==> config.mk <==
export PLATFORM = sky130hd
export DESIGN_NAME = crc12_rx_check
export DESIGN_NICKNAME = d
export VERILOG_FILES = /design/src/rtl/crc12_pkg.sv /design/src/rtl/crc12_rx_check.sv
export SDC_FILE = /design/constraint.sdc
export NUM_CORES = 1
export LEC_CHECK = 0
export ABC_AREA = 1
export BUFFER_PORTS_ARGS = -buffer_cell sky130_fd_sc_hd__buf_2
export CAP_MARGIN = 20
export CORE_MARGIN = 4
export CORE_UTILIZATION = 52
export DETAILED_ROUTE_END_ITERATION = 8
export HOLD_SLACK_MARGIN = 0.15
export PLACE_DENSITY = 0.73
export SETUP_SLACK_MARGIN = 0.02
export SLEW_MARGIN = 5
export SYNTH_ARGS = -nofsm -noshare
export SYNTH_HDL_FRONTEND = slang
export SYNTH_SLANG_ARGS = --single-unit
export TNS_END_PERCENT = 5
==> constraint.sdc <==
create_clock -name clk -period 4.75 [get_ports clk]
set_input_delay 0 -clock clk [delete_from_list [all_inputs] [get_ports clk]]
set_output_delay 0 -clock clk [all_outputs]
set_load 0.005 [all_outputs]
==> src/rtl/crc12_pkg.sv <==
// Shared constants, pipe state encoding and the byte-wise CRC-12 step
// (poly 0x80F, init 0xFFF, MSB-first, no reflection, no final XOR).
package crc12_pkg;

    localparam int               CRC12_WIDTH = 12;
    localparam logic [11:0]      CRC12_POLY  = 12'h80F;
    localparam logic [11:0]      CRC12_INIT  = 12'hFFF;

    typedef enum logic [1:0] {
        EMPTY = 2'd0,
        ONE   = 2'd1,
        FULL  = 2'd2
    } pipe_state_e;

    function automatic logic [CRC12_WIDTH-1:0] crc12_byte(
        input logic [CRC12_WIDTH-1:0] crc,
        input logic [7:0]             data
    );
        logic [CRC12_WIDTH-1:0] c;
        logic                   fb;
        c = crc;
        for (int i = 7; i >= 0; i--) begin
            fb = c[CRC12_WIDTH-1] ^ data[i];
            c  = {c[CRC12_WIDTH-2:0], 1'b0};
            if (fb) begin
                c = c ^ CRC12_POLY;
            end
        end
        return c;
    endfunction

endpackage

==> src/rtl/crc12_rx_check.sv <==
// Receive-side CRC-12 checker: strips the 2-byte CRC trailer, forwards payload
// with ready/valid and pulses ok/err per frame. Optional counters: CRC12_RX_STATS_EN.
//
// state | meaning
// EMPTY | delay pipe holds no bytes
// ONE   | b0 valid
// FULL  | b0 and b1 valid; next accepted byte pushes b0 out
module crc12_rx_check
    import crc12_pkg::*;
#(
    parameter int DATA_WIDTH = 8,
    parameter int CRC_WIDTH  = 12
) (
    input  logic                  clk,
    input  logic                  arstn,
    input  logic                  s_valid,
    output logic                  s_ready,
    input  logic [DATA_WIDTH-1:0] s_data,
    input  logic                  s_last,
    output logic                  m_valid,
    input  logic                  m_ready,
    output logic [DATA_WIDTH-1:0] m_data,
    output logic                  m_last,
    output logic                  crc_ok,
    output logic                  crc_err,
    output logic                  runt,
    output logic [CRC_WIDTH-1:0]  crc_value
`ifdef CRC12_RX_STATS_EN
    ,
    output logic [15:0]           ok_cnt,
    output logic [15:0]           err_cnt
`endif
);

    pipe_state_e           r_state;
    pipe_state_e           w_state_nxt;
    logic [DATA_WIDTH-1:0] r_b0;
    logic [DATA_WIDTH-1:0] r_b1;
    logic [CRC_WIDTH-1:0]  r_crc_acc;
    logic                  r_m_valid;
    logic [DATA_WIDTH-1:0] r_m_data;
    logic                  r_m_last;
    logic                  r_crc_ok;
    logic                  r_crc_err;
    logic                  r_runt;
    logic [CRC_WIDTH-1:0]  r_crc_value;

    logic                  w_accept;
    logic                  w_emit;
    logic                  w_frame_end;
    logic                  w_runt_end;
    logic                  w_pass;
    logic [CRC_WIDTH-1:0]  w_final;

    // Stall only when a push would have nowhere to go; independent of s_valid.
    assign s_ready = (r_state != FULL) | ~r_m_valid | m_ready;

    always_ff @(posedge clk or negedge arstn) begin
        if (!arstn) begin
            r_state <= EMPTY;
        end else begin
            r_state <= w_state_nxt;
        end
    end

    always_comb begin
        w_state_nxt = r_state;
        if (w_accept) begin
            if (s_last) begin
                w_state_nxt = EMPTY;
            end else begin
                case (r_state)
                    EMPTY:   w_state_nxt = ONE;
                    ONE:     w_state_nxt = FULL;
                    FULL:    w_state_nxt = FULL;
                    default: w_state_nxt = EMPTY;
                endcase
            end
        end
    end

    always_comb begin
        w_accept    = s_valid & s_ready;
        w_emit      = w_accept & (r_state == FULL);
        w_frame_end = w_emit & s_last;
        w_runt_end  = w_accept & s_last & (r_state != FULL);
        w_final     = crc12_byte(r_crc_acc, r_b0);
        w_pass      = (w_final == {r_b1[3:0], s_data}) & (r_b1[7:4] == 4'h0);
    end

    always_ff @(posedge clk or negedge arstn) begin
        if (!arstn) begin
            r_b0        <= '0;
            r_b1        <= '0;
            r_crc_acc   <= CRC12_INIT;
            r_m_valid   <= 1'b0;
            r_m_data    <= '0;
            r_m_last    <= 1'b0;
            r_crc_ok    <= 1'b0;
            r_crc_err   <= 1'b0;
            r_runt      <= 1'b0;
            r_crc_value <= '0;
        end else begin
            if (w_accept && !s_last) begin
                if (r_state == EMPTY) begin
                    r_b0 <= s_data;
                end else if (r_state == ONE) begin
                    r_b1 <= s_data;
                end else begin
                    r_b0 <= r_b1;
                    r_b1 <= s_data;
                end
            end

            if (w_emit && !s_last) begin
                r_crc_acc <= w_final;
            end else if (w_accept && s_last) begin
                r_crc_acc <= CRC12_INIT;
            end

            // A reload in the same cycle as a handshake replaces the byte with no bubble.
            if (w_emit) begin
                r_m_valid <= 1'b1;
                r_m_data  <= r_b0;
                r_m_last  <= s_last;
            end else if (r_m_valid && m_ready) begin
                r_m_valid <= 1'b0;
            end

            r_crc_ok  <= w_frame_end & w_pass;
            r_crc_err <= (w_frame_end & ~w_pass) | w_runt_end;
            r_runt    <= w_runt_end;
            if (w_frame_end) begin
                r_crc_value <= w_final;
            end
        end
    end

    assign m_valid   = r_m_valid;
    assign m_data    = r_m_data;
    assign m_last    = r_m_last;
    assign crc_ok    = r_crc_ok;
    assign crc_err   = r_crc_err;
    assign runt      = r_runt;
    assign crc_value = r_crc_value;

`ifdef CRC12_RX_STATS_EN
    logic [15:0] r_ok_cnt;
    logic [15:0] r_err_cnt;

    always_ff @(posedge clk or negedge arstn) begin
        if (!arstn) begin
            r_ok_cnt  <= '0;
            r_err_cnt <= '0;
        end else begin
            if (r_crc_ok && (r_ok_cnt != 16'hFFFF)) begin
                r_ok_cnt <= r_ok_cnt + 16'd1;
            end
            if (r_crc_err && (r_err_cnt != 16'hFFFF)) begin
                r_err_cnt <= r_err_cnt + 16'd1;
            end
        end
    end

    assign ok_cnt  = r_ok_cnt;
    assign err_cnt = r_err_cnt;
`endif

endmodule

==> summary.txt <==
Floorplan
  • Ports: 39
  • Initial core utilization: 0.534
  • Chip Width: 83.2 µm
  • Die area: about 6900 µm²
  • Die height: 83.2 µm
  • Core Region: 5510 µm²
  • Rows: 27

Layout
  • Area grow syn2layout: 16.3%
  • Share of cells above drive strength 1: 0.251
  • Final Util: 0.621
  • Ant. Diodes: 0
  • Non-Filler Instances: 467
  • Nets: approximately 410
  • Final instance area: between 3000 and 4000 µm²

Synthesis
  • Seq/Total Area, Yosys: 0.473
  • Top FF cell, synth: dfrtp_1
  • Post-synthesis compound-gate area fraction: 0.106
  • Avg Cell Area, Syn: about 8.6 µm²
  • Area of the mapped netlist: 2940 µm²
  • Synth Area in Adders: 0.0170
  • Synth area leader: dfrtp_1
  • Most frequent cell after synthesis: nand2_1
  • Top post-synthesis cells by area: dfrtp_1, nand2_1, dfstp_2
  • Synthesized Nets: 360
  • Synth cell count leaders: nand2_1, dfrtp_1, inv_1
  • Post-synthesis mux area share: 0
  • Post-synth EDFFs: 0
  • Synth Instances: ~340
  • Synth warn: 0
  • Synth Area in Simple Gates: 0.275
  • Count of cell types in the netlist: 29
  • Main combinational cell family by area after synthesis: simple AND/OR/NAND/NOR gates
  • Xor/xnor share of the synthesized area: 0.0575
  • FFs w/ async S/R, synth: 1.00
  • Synth Register Bits: between 50 and 60
  • Post-synth top area share: 0.366

CTS
  • Setup Buffers After CTS: 0
  • Clock Pin Slew Worst Setup and Hold Paths: 0.10 ns
  • Clock buffer depth: 2
  • TritonCTS Sinks: 55
  • Post_cts resized: 0
  • CTS H-tree depth: 2
  • Root Driver: clkbuf_8
  • Num CTS Buffers: 5
  • CTS tree: done
  • Worst skew pair latency: 0.31 ns

Placement
  • Setup WS pre-CTS: between 2 and 2.5 ns
  • Dpl cells: 445
  • Global placer's final weighted congestion: 0.914
  • Port bufs: 38
  • Post-DP Area: 3190 µm²
  • HPWL after detailed placement: just over 5000 µm

Detailed routing
  • Vias/cell: 5.11
  • Routed via count: about 2400
  • First-pass DRT Iterations: 4
  • DRT iter0 DRCs: between 200 and 250
  • Wire per inst: around 15 µm
  • Final ANT Viol Nets: 0
  • DRC viols: 0
  • Final wirelength: slightly below 7000 µm

Timing
  • Setup TNS: 0 ns
  • Fin worst setup slack: between 2 and 2.5 ns
  • Hold Violations, Final: 0
  • RSZ-0062 raised after global routing: false
  • Fmax: 390 MHz
  • Post-route minimum period: 2.56 ns
  • Worst-Margin Slew: 1.04 ns
  • Slew Limit Fails: 0
  • Final worst-path cycle share: 0.540
  • Final Setup Violations: 0
  • Slew HR: 0.306
  • Setup Skew: between 0.01 and 0.015 ns

Global route
  • GRT overflow: 0
  • Largest net degree at the start of global routing: 56
  • First-pass GRT wire length: between 10000 and 15000 µm
  • Total track usage: 0.208
  • Vias in the first global route: 2356
  • Initial antenna violation count: 0

Critical path
  • FF-to-FF setup slack: 2.19 ns
  • Bufs and invs on worst path: 4
  • Worst-path cell chain: inv_1 -> ha_1 -> nand3_1 -> nand2_1 -> inv_1 -> nand2_1 -> inv_1 -> nor2_1 -> a21oi_1 -> a21oi_1 -> inv_1
  • Reg2Reg Depth: 11
  • Delay-heaviest family, CP: simple AND/OR/NAND/NOR gates
  • Cell mode on critical path: inv_1
  • Crit path kind: flop to flop
  • Max stage delay on crit path: around 0.54 ns
  • Crit path DAT: about 2.8 ns
  • Slowest stage cell, crit path: nor2_1
  • Critical path fanouts, max: 21
  • Worst endpoint required time: between 5 and 6 ns
  • CP endpoint kind: flop
  • Crit path depth: 11
  • CP Launch Type: flop

Worst hold path
  • Hold Crit Class: input pin to async pin

Pwr
  • Peak supply drop: roughly 0.24 mV
  • PwrDens: about 670 nW/µm²
  • Leak pwr: between 0.0015 and 0.002 µW

Run
  • Max Cap Viol: 0

Outcome
  • Status: finished, final reports clean
## layer usage
layer  global-route usage  wire length, µm  up-vias
met2                0.347             3370       66
met3               0.0417              389        8
met5                    0                0        -
met1                0.278             2980     1123
li1                     -                -     1189
met4               0.0535               61        0
## path summary, 6_finish.rpt
kind	from	endpoint
min reg2reg	crc_value[11]	crc_value[11]
max	r_state[0]	r_crc_acc[10]
min	arstn	m_data[4]
max in group asynchronous	arstn	r_b1[5]
max reg2reg	r_state[0]	r_crc_acc[10]
min in group clk	crc_value[11]	crc_value[11]
## flip-flops by register name (all words and copies together), names as in the netlist
| signal | flops |
|---|---|
| crc_value | 12 |
| r_b0 | 8 |
| r_state | 2 |
| r_crc_acc | 12 |
| runt | 1 |
| crc_err | 1 |
| m_valid | 1 |
| m_last | 1 |
| r_b1 | 8 |
| m_data | 8 |
| crc_ok | 1 |
## placed cells by master, fill, tap and decap left out
cell,Yosys,final
nor4_1,1,1
or2_0,1,1
nand2_2,13,13
xor2_2,2,2
xor2_1,5,5
clkinvlp_4,0,1
nand3b_1,2,2
xnor2_1,1,1
inv_2,4,4
inv_1,42,42
nand4_1,3,3
nor3_1,4,4
nand2_4,9,9
o211ai_1,9,9
nor2_2,2,2
dfstp_2,12,12
or2_2,1,1
o21ai_0,34,34
nand3_1,12,12
nand2_1,88,88
clkbuf_8,0,5
dfrtp_1,43,43
a22oi_1,4,4
xnor3_1,3,3
xnor2_2,1,1
buf_2,0,38
clkbuf_1,8,1
ha_1,4,4
nor2_1,16,16
buf_4,0,1
dlygate4sd3_1,0,14
clkinv_2,0,1
a21oi_1,9,9
nand3_2,9,9
## final cells by class
cell class	instances	area, µm²
clock buffer	6	72.6
clock inverter	2	12.5
fill	480	2090
inverter	46	173
multi-input combinational	233	1340
sequential	55	1390
tap	72	90.1
timing repair buffer	53	338
## stage by stage
stage / hold WS [ns] / total power [µW]
final: 0.327 / 2300
after global routing: 0.402 / 2490
after CTS: 0.360 / 2310
after detailed placement: 0.172 / 2030
after global placement: 0.174 / 2000
after floorplan: -0.296 / 1690
## repair_timing
action,4_1_cts,5_1_grt
hold buffers,14,0
endpoints found under the hold margin,64,0
endpoints found under the setup margin,0,0
## cells by family after synthesis
kind of cell	count (synthesis)
adders and majority gates	4
DFF	55
buffers and inverters	55
AOI/OAI and AO/OA	56
and+or+nand+nor	161
xor gates and xnor gates	12
## tightest hold or removal path: cells and delay by family
kind	cells	cell delay [ns]
buf+inv	3	1.13
## where the power goes
part | switching (µW) | leakage, µW | total [µW] | internal (µW)
Combinational | 796 | 0.00110 | 1260 | 462
Clock | 159 | 0.0000412 | 263 | 104
Sequential | 123 | 0.000671 | 778 | 655
Total | 1080 | 0.00181 | 2300 | 1220
No activity file was read; power rests on OpenSTA's default activity.
